[config.mk]
export PLATFORM = sky130hd
export DESIGN_NAME = arrow_pool
export DESIGN_NICKNAME = d
export VERILOG_FILES = /design/src/rtl/arrow_pkg.sv /design/src/rtl/arrow_slot.sv /design/src/rtl/arrow_pool.sv
export SDC_FILE = /design/constraint.sdc
export NUM_CORES = 1
export LEC_CHECK = 0
export CORE_UTILIZATION = 50
export CTS_BUF_LIST = sky130_fd_sc_hd__clkbuf_8
export DETAILED_ROUTE_END_ITERATION = 8
export PLACE_DENSITY_LB_ADDON = 0.05
export SYNTH_ARGS = -nofsm -noshare
export SYNTH_HDL_FRONTEND = slang
export SYNTH_SLANG_ARGS = --single-unit
[constraint.sdc]
create_clock -name clk -period 4.5 [get_ports clk]
set_input_delay 0.9 -clock clk [delete_from_list [all_inputs] [get_ports clk]]
set_output_delay 0.9 -clock clk [all_outputs]
set_load 0.02 [all_outputs]
[src/rtl/arrow_pkg.sv]
`default_nettype none
// ----------------------------------------------------------------
// arrow_pkg : shared types and helpers for the arrow pool
// Rev 1.0
// ----------------------------------------------------------------
package arrow_pkg;

  typedef enum logic [1:0] {
    SIDE_TOP    = 2'b00,
    SIDE_BOTTOM = 2'b01,
    SIDE_LEFT   = 2'b10,
    SIDE_RIGHT  = 2'b11
  } side_e;

  typedef enum logic {
    SLOT_FREE = 1'b0,
    SLOT_FLY  = 1'b1
  } slot_state_e;

  localparam int DIST_W  = 10;
  localparam int COORD_W = 12;

  // Sides are paired so that flipping bit 0 yields the opposite side.
  function automatic side_e opposite_side(input side_e s);
    return side_e'(s ^ 2'b01);
  endfunction

endpackage
`default_nettype wire

[src/rtl/arrow_slot.sv]
`default_nettype none
// ----------------------------------------------------------------
// arrow_slot : one arrow's FREE/FLY state, frame update and box test
// Rev 1.0
// ----------------------------------------------------------------
module arrow_slot
  import arrow_pkg::*;
#(
  parameter int CENTER_X   = 512,
  parameter int CENTER_Y   = 384,
  parameter int START_DIST = 352,
  parameter int TURN_DIST  = 128,
  parameter int BLOCK_NEAR = 32,
  parameter int BLOCK_FAR  = 96,
  parameter int WIDTH      = 8,
  parameter int HEIGHT     = 32
) (
  input  logic              clk,
  input  logic              rst,
  input  logic              clear_i,
  input  logic              tick_i,
  input  logic              load_i,
  input  logic [1:0]        side_i,
  input  logic [DIST_W-1:0] step_i,
  input  logic              inverse_i,
  input  logic [1:0]        shield_i,
  input  logic [10:0]       hcount_i,
  input  logic [9:0]        vcount_i,
  output logic              active_o,
  output logic              in_box_o,
  output logic              inv_pending_o,
  output logic              block_o,
  output logic              hit_o
);

  localparam logic [DIST_W-1:0] START_D = DIST_W'(START_DIST);
  localparam logic [DIST_W-1:0] TURN_D  = DIST_W'(TURN_DIST);
  localparam logic [DIST_W-1:0] NEAR_D  = DIST_W'(BLOCK_NEAR);
  localparam logic [DIST_W-1:0] FAR_D   = DIST_W'(BLOCK_FAR);

  localparam logic signed [COORD_W-1:0] CX  = COORD_W'(CENTER_X);
  localparam logic signed [COORD_W-1:0] CY  = COORD_W'(CENTER_Y);
  localparam logic signed [COORD_W-1:0] HW  = COORD_W'(WIDTH / 2);
  localparam logic signed [COORD_W-1:0] W12 = COORD_W'(WIDTH);
  localparam logic signed [COORD_W-1:0] H12 = COORD_W'(HEIGHT);

  slot_state_e       state_q;
  side_e             side_q;
  logic [DIST_W-1:0] dist_q;
  logic [DIST_W-1:0] step_q;
  logic              inv_q;
  logic              block_q;
  logic              hit_q;

  logic [DIST_W-1:0] nd;
  logic              block_cond;

  assign nd         = (dist_q > step_q) ? (dist_q - step_q) : '0;
  assign block_cond = (shield_i == side_q) && (dist_q >= NEAR_D) && (dist_q <= FAR_D);

  always_ff @(posedge clk) begin
    if (rst || clear_i) begin
      state_q <= SLOT_FREE;
      side_q  <= SIDE_TOP;
      dist_q  <= '0;
      step_q  <= '0;
      inv_q   <= 1'b0;
      block_q <= 1'b0;
      hit_q   <= 1'b0;
    end else begin
      block_q <= 1'b0;
      hit_q   <= 1'b0;
      case (state_q)
        SLOT_FREE: begin
          if (load_i) begin
            state_q <= SLOT_FLY;
            side_q  <= side_e'(side_i);
            dist_q  <= START_D;
            step_q  <= step_i;
            inv_q   <= inverse_i;
          end
        end
        SLOT_FLY: begin
          if (tick_i) begin
            if (block_cond) begin
              state_q <= SLOT_FREE;
              block_q <= 1'b1;
            end else if (inv_q && (nd <= TURN_D)) begin
              side_q <= opposite_side(side_q);
              dist_q <= TURN_D;
              inv_q  <= 1'b0;
            end else if (nd == '0) begin
              state_q <= SLOT_FREE;
              hit_q   <= 1'b1;
            end else begin
              dist_q <= nd;
            end
          end
        end
        default: state_q <= SLOT_FREE;
      endcase
    end
  end

  // Box is [lo, lo+size) per axis; the sprite trails away from centre behind its leading edge.
  logic signed [COORD_W-1:0] px, py, d, lo_x, lo_y, sz_x, sz_y;

  always_comb begin
    px = $signed({1'b0, hcount_i});
    py = $signed({2'b00, vcount_i});
    d  = $signed({2'b00, dist_q});
    lo_x = CX - HW;
    lo_y = CY - d - H12;
    sz_x = W12;
    sz_y = H12;
    case (side_q)
      SIDE_TOP:    begin lo_x = CX - HW;     lo_y = CY - d - H12; sz_x = W12; sz_y = H12; end
      SIDE_BOTTOM: begin lo_x = CX - HW;     lo_y = CY + d;       sz_x = W12; sz_y = H12; end
      SIDE_LEFT:   begin lo_x = CX - d - H12; lo_y = CY - HW;     sz_x = H12; sz_y = W12; end
      default:     begin lo_x = CX + d;       lo_y = CY - HW;     sz_x = H12; sz_y = W12; end
    endcase
  end

  assign active_o      = (state_q == SLOT_FLY);
  assign inv_pending_o = active_o && inv_q;
  assign in_box_o      = active_o && (px >= lo_x) && (px < lo_x + sz_x)
                                  && (py >= lo_y) && (py < lo_y + sz_y);
  assign block_o       = block_q;
  assign hit_o         = hit_q;

endmodule
`default_nettype wire

[src/rtl/arrow_pool.sv]
`default_nettype none
// ----------------------------------------------------------------
// arrow_pool : NUM_ARROWS arrow slots with allocator, render mux, pulses
// Rev 1.0
// ----------------------------------------------------------------
module arrow_pool
  import arrow_pkg::*;
#(
  parameter int          NUM_ARROWS = 4,
  parameter int          CENTER_X   = 512,
  parameter int          CENTER_Y   = 384,
  parameter int          START_DIST = 352,
  parameter int          SPEED_UNIT = 2,
  parameter int          TURN_DIST  = 128,
  parameter int          BLOCK_NEAR = 32,
  parameter int          BLOCK_FAR  = 96,
  parameter int          WIDTH      = 8,
  parameter int          HEIGHT     = 32,
  parameter logic [11:0] COLOR      = 12'hF00,
  parameter logic [11:0] COLOR_INV  = 12'h0CF
) (
  input  logic                                clk,
  input  logic                                rst,
  input  logic [10:0]                         hcount_in,
  input  logic [9:0]                          vcount_in,
  input  logic                                clear_in,
  input  logic                                spawn_valid,
  output logic                                spawn_ready,
  input  logic [1:0]                          spawn_side,
  input  logic [2:0]                          spawn_speed,
  input  logic                                spawn_inverse,
  input  logic [1:0]                          shield_dir_in,
  output logic [11:0]                         pixel_out,
  output logic                                valid_out,
  output logic                                blocked,
  output logic                                hit_player,
  output logic [NUM_ARROWS-1:0]               blocked_mask,
  output logic [NUM_ARROWS-1:0]               hit_mask,
  output logic [$clog2(NUM_ARROWS+1)-1:0]     active_count
);

  localparam int CNT_W = $clog2(NUM_ARROWS + 1);

  logic [NUM_ARROWS-1:0] slot_active, slot_in_box, slot_inv, slot_blk, slot_hit, slot_load;
  logic [2:0]            speed_eff;
  logic [DIST_W-1:0]     spawn_step;
  logic                  tick, accept, found;

  logic                  valid_d, valid_q;
  logic [11:0]           pixel_d, pixel_q;
  logic [CNT_W-1:0]      count_d, count_q;

  assign tick        = (hcount_in == '0) && (vcount_in == '0);
  assign spawn_ready = !rst && (|(~slot_active));
  assign accept      = spawn_valid && spawn_ready && !clear_in;
  assign speed_eff   = (spawn_speed == 3'd0) ? 3'd1 : spawn_speed;
  assign spawn_step  = DIST_W'(speed_eff) * DIST_W'(SPEED_UNIT);

  always_comb begin
    slot_load = '0;
    found     = 1'b0;
    for (int i = 0; i < NUM_ARROWS; i++) begin
      if (!found && !slot_active[i]) begin
        slot_load[i] = accept;
        found        = 1'b1;
      end
    end
  end

  for (genvar g = 0; g < NUM_ARROWS; g++) begin : g_slot
    arrow_slot #(
      .CENTER_X  (CENTER_X),
      .CENTER_Y  (CENTER_Y),
      .START_DIST(START_DIST),
      .TURN_DIST (TURN_DIST),
      .BLOCK_NEAR(BLOCK_NEAR),
      .BLOCK_FAR (BLOCK_FAR),
      .WIDTH     (WIDTH),
      .HEIGHT    (HEIGHT)
    ) u_slot (
      .clk          (clk),
      .rst          (rst),
      .clear_i      (clear_in),
      .tick_i       (tick),
      .load_i       (slot_load[g]),
      .side_i       (spawn_side),
      .step_i       (spawn_step),
      .inverse_i    (spawn_inverse),
      .shield_i     (shield_dir_in),
      .hcount_i     (hcount_in),
      .vcount_i     (vcount_in),
      .active_o     (slot_active[g]),
      .in_box_o     (slot_in_box[g]),
      .inv_pending_o(slot_inv[g]),
      .block_o      (slot_blk[g]),
      .hit_o        (slot_hit[g])
    );
  end

  // Scan from the top index down so the lowest matching slot is the last writer.
  always_comb begin
    valid_d = 1'b0;
    pixel_d = '0;
    for (int i = NUM_ARROWS - 1; i >= 0; i--) begin
      if (slot_in_box[i]) begin
        valid_d = 1'b1;
        pixel_d = slot_inv[i] ? COLOR_INV : COLOR;
      end
    end
  end

  always_comb begin
    count_d = '0;
    for (int i = 0; i < NUM_ARROWS; i++) begin
      count_d = count_d + CNT_W'(slot_active[i]);
    end
  end

  always_ff @(posedge clk) begin
    if (rst || clear_in) begin
      valid_q <= 1'b0;
      pixel_q <= '0;
      count_q <= '0;
    end else begin
      valid_q <= valid_d;
      pixel_q <= pixel_d;
      count_q <= count_d;
    end
  end

  assign valid_out    = valid_q;
  assign pixel_out    = pixel_q;
  assign active_count = count_q;
  assign blocked_mask = slot_blk;
  assign hit_mask     = slot_hit;
  assign blocked      = |slot_blk;
  assign hit_player   = |slot_hit;

endmodule
`default_nettype wire

[After elaboration in Yosys (flattened, before gate mapping)]
Cells that the tools add are included.
Widths: inputs -> output; s select.
Word-level totals
  memories: 0
  bits in latches: 0
  bits in registers: 92
  memory bits (writable): 0
  word-level logic and storage cells: 373
  ROM bits: 0
Cells by class
  div/mod/pow operators: 0
  shift operators: 0
  reduce and logical (&&, ||, !) cells: 89
  mux-type cells: 136
  $lt $le $gt $ge: 32
  eq/ne operators: 32
  $add $sub $neg: 39
  multipliers: 0
  bitwise gates (word level): 10
Operators with widths (count)
  $mux 10: 24
  $pmux 12 s2: 8
  $add 12x7->12: 8
  $mux 12: 8
  $sub 12x7->12 const B: 8
  $pmux 10 s2: 4
  $mux 1: 59
  $logic_not 10->1: 5
  $ge 11x12->1: 4
  $ge 12x12->1: 4
  $lt 11x12->1: 4
  $lt 12x12->1: 4
  $mux 6: 8
  $add 10x10->11 const A: 4
  $add 9x10->11 const A: 4
  $sub 10x10->11 const A: 4
  $sub 9x10->11 const A: 4
  $ge 10x6->1 const B: 4
  $gt 10x4->1: 4
  $le 10x7->1 const B: 4
  $le 10x8->1 const B: 4
  $sub 10x4->10: 4
  $logic_and 1x1->1: 39
  $reduce_and 4->1: 8
  25 further kinds: 107

[Depth between registers and ports, before layout]
Gate-level depths: netlist of run 1.
  word-level depth: 12
  gate-level depth with buffers: 23

[By module]
Synthesis of run 1 repeated with hierarchy kept, for this count alone.
Unflattened totals
  cell total of the unflattened synthesis: 2022
  area total of the unflattened synthesis: 15053.2 µm²
By module, submodules not included
  arrow_slot (g_slot[0].u_slot ...): sequential area each 520.5 µm², area an instance 3663.5 µm², times used 2, cells each 494
  arrow_slot (g_slot[2].u_slot): sequential area each 520.5 µm², area an instance 3603.5 µm², times used 1, cells each 481
  arrow_slot (g_slot[3].u_slot): sequential area each 520.5 µm², area an instance 3583.4 µm², times used 1, cells each 485
  arrow_pool: sequential area each 120.1 µm², area an instance 539.3 µm², times used 1, cells each 68

[Least setup slack after synthesis of run 1]
No wires, ideal clock.
  kind: register to register
  start: register g_slot[1].u_slot.dist_q[2]
  end: register pixel_q[7] (netlist: pixel_out[7])
  buffers on the path: 1
  setup slack: -0.302 ns
  library setup time: 0.117 ns
  data arrival time: 4.685 ns
  cell stages (with the launch flop): 21
  data required time: 4.383 ns
  clock period less this slack: 4.802 ns
  path through: dfxtp_1 -> clkbuf_1 -> nor4_1 -> nand2_1 -> nand2_1 -> ha_1 -> inv_1 -> or4_1 -> o311ai_1 -> mux2_2 -> nor4_1 -> nor4_1 -> xor2_1 -> ha_1 -> o21a_1 -> o31ai_1 -> nand4b_1 -> o21ai_0 -> o21ai_0 -> and2_1 -> a32o_2
Between the ends
  word-level cells in the longest chain between the ends: 10
  elaborated cells on any way between the ends: 20
RTL lines
  start: declaration: line arrow_slot.sv:49  | logic [DIST_W-1:0] dist_q;
  start signal: assignment: line arrow_slot.sv:96  | dist_q <= nd;
  $sub 10x10->11: line arrow_slot.sv:119  | SIDE_LEFT: begin lo_x = CX - d - H12; lo_y = CY - HW; sz_x = H12; sz_y = W12; end
  $sub 12x7->12: line arrow_slot.sv:119
  $pmux 12 s2: line arrow_slot.sv:116  | case (side_q)
  $add 12x7->12 / $ge 12x12->1 (equally long branches): line arrow_slot.sv:126  | assign in_box_o = active_o && (px >= lo_x) && (px < lo_x + sz_x)
  $lt 12x12->1 / $logic_and 1x1->1 (equally long branches): line arrow_slot.sv:126
  $logic_and 1x1->1: line arrow_slot.sv:126
  $logic_and 1x1->1: line arrow_slot.sv:127  | && (py >= lo_y) && (py < lo_y + sz_y);
  $logic_and 1x1->1 *: line arrow_slot.sv:127
  $mux 12 * (2 in a row): line arrow_pool.sv:105  | if (slot_in_box[i]) begin
  end signal: assignment: line arrow_pool.sv:126  | pixel_q <= pixel_d;
  end: declaration: line arrow_pool.sv:50  | logic [11:0] pixel_d, pixel_q;
Every way passes the cells marked *; elsewhere a longest branch is shown, timed or not.
A chain may end at the register's enable or synchronous reset.

[Worst setup path after layout of run 1]
  start: register g_slot[3].u_slot.dist_q[2]
  end: register pixel_q[7] (netlist: pixel_out[7])
Between the ends
  word-level cells in the longest chain between the ends: 12
  elaborated cells on any way between the ends: 22
RTL lines (line)
  start: declaration: arrow_slot.sv:49
  start signal: assignment: arrow_slot.sv:96
  $sub 10x10->11: arrow_slot.sv:119
  $sub 12x7->12: arrow_slot.sv:119
  $pmux 12 s2: arrow_slot.sv:116
  $add 12x7->12 / $ge 12x12->1 (equally long branches): arrow_slot.sv:126
  $lt 12x12->1 / $logic_and 1x1->1 (equally long branches): arrow_slot.sv:126
  $logic_and 1x1->1: arrow_slot.sv:126
  $logic_and 1x1->1: arrow_slot.sv:127
  $logic_and 1x1->1 *: arrow_slot.sv:127
  $mux 12 * (4 in a row): arrow_pool.sv:105
Marked as above.

==> qor.json, run 1 <==
{
  "run_status": "complete, no violations",
  "power_density_mw_per_mm2": 123,
  "insertion_delay_ns": 0.39,
  "vias": 13300,
  "setup-violations-final": 0,
  "final-max-slew-violation-count": 0,
  "wire_per_inst_um": 19.2,
  "design.final.nets": 2102,
  "timing.critical_path.required_ns": 4.78,
  "detail_route.drc_violations": 0,
  "placement_rows": 57,
  "worstHoldPathType": "reg -> reg",
  "detail_route.wirelength_um": 42200,
  "yosysSeqAreaShare": 0.130,
  "power.static_leakage_nw": 6.45,
  "power_switching_w": 0.000578,
  "holdBufCountCts": 0,
  "synthToLayoutAreaGrowth_pct": 21.3,
  "dp_hpwl_um": 33200,
  "fin_crit_sh": 0.993,
  "number_of_global_route_vias_before_repair": 12300,
  "dr.pass1.iters": 5,
  "die_width_um": 161,
  "clk_transition_reported_paths_ns": 0.09,
  "worstReg2RegEnd": "pixel_out[7]$_SDFF_PP0_",
  "globalRoute.totalOverflow": 0,
  "ir_drop_mv": 0.152,
  "worstSetupPathType": "reg -> reg",
  "cpPeakStageDelay_ns": 0.56,
  "placed_cell_area_mm2": 0.0145,
  "fin_area_mm2": 0.0153,
  "dieHeight_um": 161,
  "power.combinational.fraction": 0.250,
  "cts_tree": "built",
  "numClockSinks": 82,
  "final.hold.worst_slack_ns": 0.465,
  "power.share.switching": 0.307,
  "synth_cell_types": 88,
  "io_buffer_count": 57,
  "max_slew_margin": 0.239,
  "layout.filler_cells": 2284,
  "grt_antenna_before_repair": 0,
  "cap_viol_max_count": 0,
  "design.die.area_mm2": 0.0258,
  "hold_path_end": "g_slot[1].u_slot.step_q[3]$_SDFFE_PP0P_",
  "critical_path.reg2reg.startpoint": "g_slot[3].u_slot.dist_q[2]$_SDFFE_PP0P_",
  "crit_path_top_delay_cell": "or4_4",
  "clock_tree.buffer_depth": 2,
  "finalClockSkew_ns": 0.0182,
  "max_clock_freq_ghz": 0.224,
  "ys_ff_latch": 82,
  "edff_count_synth": 0,
  "endpoint_kind": "flip-flop",
  "worst_ep_arrival_time_ns": 4.75,
  "critical-path-top-cell-by-count": "buf_4",
  "ys_dominant_reg_cell": "dfxtp_1",
  "post_synth_inst_count": 1711,
  "ys_warn_count": 0,
  "largest_net_degree_at_the_start_of_global_routing": 25,
  "reg2reg_setup_slack_ns": 0.03,
  "core_mm2": 0.0245,
  "final-hold-violation-count": 0,
  "clockPowerShare": 0.362,
  "drt_iter0_markers": 1050,
  "cts-root-buf": "clkbuf_8",
  "syn_area_mm2": 0.0126,
  "timing.critical_path.from_type": "flip-flop",
  "async_reset_ff_frac": 0,
  "internal_power_w": 0.00130,
  "maximum_fanout_count_along_the_critical_path": 5,
  "min_delay_path_depth": 2,
  "cts_made_buffers": 9,
  "cts.htree.levels": 3,
  "r2r_cells": 22,
  "average_size_of_a_mapped_cell_um2": 7.36,
  "ioPinCount": 60,
  "track_usage": 0.323,
  "min_from": "g_slot[1].u_slot.step_q[3]$_SDFFE_PP0P_",
  "place.gp.congestion": 0.936,
  "route.detailed.vias_per_inst": 6.05,
  "antenna_cells": 0,
  "fraction_of_final_layout_cells_sized_beyond_drive_strength_1": 0.184,
  "final_period_minus_worst_setup_slack_ns": 4.47,
  "ant_nets": 0,
  "slew_of_the_pin_with_the_lowest_slew_margin_ns": 1.13,
  "grt_pass1_wl_um": 66100,
  "worstPathCellList": "or4_4 -> o21ai_4 -> nand2_2 -> ha_4 -> a21boi_1 -> nor3_2 -> xnor2_1 -> buf_4 -> buf_4 -> and2_4 -> nor3_4 -> buf_4 -> nand3_1 -> xnor2_1 -> ha_1 -> and4_1 -> nand2_1 -> o211ai_1 -> a211oi_4 -> buf_4 -> or2_2 -> a32o_2",
  "initial_core_util": 0.513,
  "p_seq_frac": 0.388,
  "rsz0062_at_grt": "yes"
}
==> power by group through the flow <==
stage	sequential [W]	combinational (W)	clock, W
floorplan	0.000747	0.000251	0
global placement	0.000748	0.000436	0
detailed placement	0.000748	0.000446	0
CTS	0.000731	0.000457	0.000688
global route	0.000732	0.000520	0.000712
finish	0.000731	0.000471	0.000681
==> cell families after synthesis <==
logic type      Yosys count  share of synthesized area
simple gates            625                      0.258
compound gates          449                      0.238
buf+inv                 217                     0.0715
fa+ha+maj               202                      0.204
xor+xnor                108                     0.0751
flops                    82                      0.130
mux                      27                     0.0228
other cells               1                   0.000298
==> state kept, by name (all words and copies together), names as in the netlist <==
| signal | cells |
|---|---|
| g_slot.u_slot.active_o | 4 |
| g_slot.u_slot.step_q | 12 |
| g_slot.u_slot.side_q | 8 |
| pixel_out | 2 |
| g_slot.u_slot.block_o | 4 |
| g_slot.u_slot.inv_q | 4 |
| active_count | 3 |
| valid_out | 1 |
| g_slot.u_slot.hit_o | 4 |
| g_slot.u_slot.dist_q | 40 |
==> critical path: cells and delay by family, from the launching register on <==
kind / cells / cell delay [ns]
adders and majority gates: 2 / 0.48
AOI/OAI and AO/OA: 5 / 1.01
DFF: 1 / 0.34
buffers and inverters: 4 / 0.56
and+or+nand+nor: 9 / 1.74
xor gates and xnor gates: 2 / 0.22
==> Yosys cell counts (18+ instances only) <==
library cell / instances / area [µm²]
buf_4: 18 / 135
clkbuf_1: 85 / 319
nand4_1: 18 / 113
dfxtp_1: 82 / 1640
xnor2_1: 89 / 780
inv_1: 98 / 368
and2_1: 35 / 219
or3_1: 18 / 113
nor3_1: 54 / 270
a31oi_1: 22 / 138
nand3_1: 36 / 180
o21a_1: 22 / 165
mux2i_1: 19 / 190
a211oi_1: 29 / 218
or2_2: 25 / 156
xor2_1: 19 / 166
o21ai_0: 93 / 465
o31ai_1: 20 / 150
nor4_1: 34 / 213
nand2_1: 139 / 522
o211ai_1: 20 / 150
a21o_1: 24 / 180
a21oi_1: 96 / 480
nand2b_1: 27 / 169
nor2_1: 135 / 507
nor2b_1: 25 / 156
ha_1: 197 / 2460
==> through the flow <==
step / setup slack (ns) / instances / setup TNS, ns / power, W / util
final: 0.0314 / 2195 / 0 / 0.00188 / 0.623
after global routing: -0.165 / 2195 / -0.413 / 0.00196 / 0.623
after CTS: 0.00183 / 2187 / 0 / 0.00188 / 0.607
after detailed placement: -0.264 / 2168 / -0.574 / 0.00119 / 0.592
after global placement: -0.165 / 2168 / -0.308 / 0.00118 / 0.592
after floorplan: -0.00230 / 1712 / -0.00230 / 0.000998 / -
==> area by class of cell <==
type	instances	area, µm²	share of cell area
Clock inverter	6	116	0.00762
Inverter	106	398	0.0260
Timing Repair Buffer	255	2060	0.135
Clock buffer	9	124	0.00811
Sequential cell	82	1650	0.108
Multi-Input combinational cell	1413	10500	0.689
Tap cell	324	405	0.0265
==> worst max-delay path by stage <==
stage	from	slack [ns]	cells after the start	end
finish	g_slot[3].u_slot.dist_q[2]$_SDFFE_PP0P_	0.03	22	pixel_out[7]$_SDFF_PP0_
global route	g_slot[3].u_slot.dist_q[2]$_SDFFE_PP0P_	-0.16	19	pixel_out[10]$_SDFF_PP0_
CTS	g_slot[3].u_slot.dist_q[0]$_SDFFE_PP0P_	0.002	22	pixel_out[10]$_SDFF_PP0_
detailed placement	g_slot[0].u_slot.dist_q[2]$_SDFFE_PP0P_	-0.26	21	pixel_out[7]$_SDFF_PP0_
global placement	g_slot[0].u_slot.dist_q[2]$_SDFFE_PP0P_	-0.16	21	pixel_out[7]$_SDFF_PP0_
floorplan	g_slot[1].u_slot.dist_q[2]$_SDFFE_PP0P_	-0.002	20	pixel_out[7]$_SDFF_PP0_
==> routing by layer <==
layer  wire, µm  GRT usage  vias to the layer above
li1           -          -                     6528
met1      19500      0.446                     6266
met2      18900      0.518                      403
met3       2420     0.0364                       79
met4       1490      0.116                        0
met5          0          0                        -
==> layout by cell type, fill, tap and decap left out, types with 15 or more instances in the layout <==
cell type	Yosys	layout
mux2i_1	19	18
dfxtp_1	82	74
a211oi_1	29	27
o21a_1	22	22
a21o_1	24	24
nor2b_1	25	24
nor4_1	34	28
clkdlybuf4s50_1	0	57
or2_2	25	25
nor2_1	135	134
ha_1	197	190
or3_1	18	17
o211ai_1	20	20
nand4_1	18	18
xnor2_1	89	85
nor3_1	54	44
o21ai_0	93	79
xor2_1	19	19
nand3_1	36	35
buf_4	18	197
a21oi_1	96	92
inv_1	98	93
nand2b_1	27	27
o31ai_1	20	19
a31oi_1	22	21
and3_1	16	15
nand2_1	139	135
and2_1	35	32
==> timing repair <==
action	in CTS	in global routing
endpoints found under the setup margin	3	3
cloned	0	0
resized for setup	32	71
setup buffers	5	9
pin swaps	15	41
No activity file was read; power rests on OpenSTA's default activity.
==> run 2: changes to the inputs <==
- SLEW_MARGIN: unset -> 10
==> results of run 2 <==
The final DEF is identical to that of run 1; final timing and power are the same.
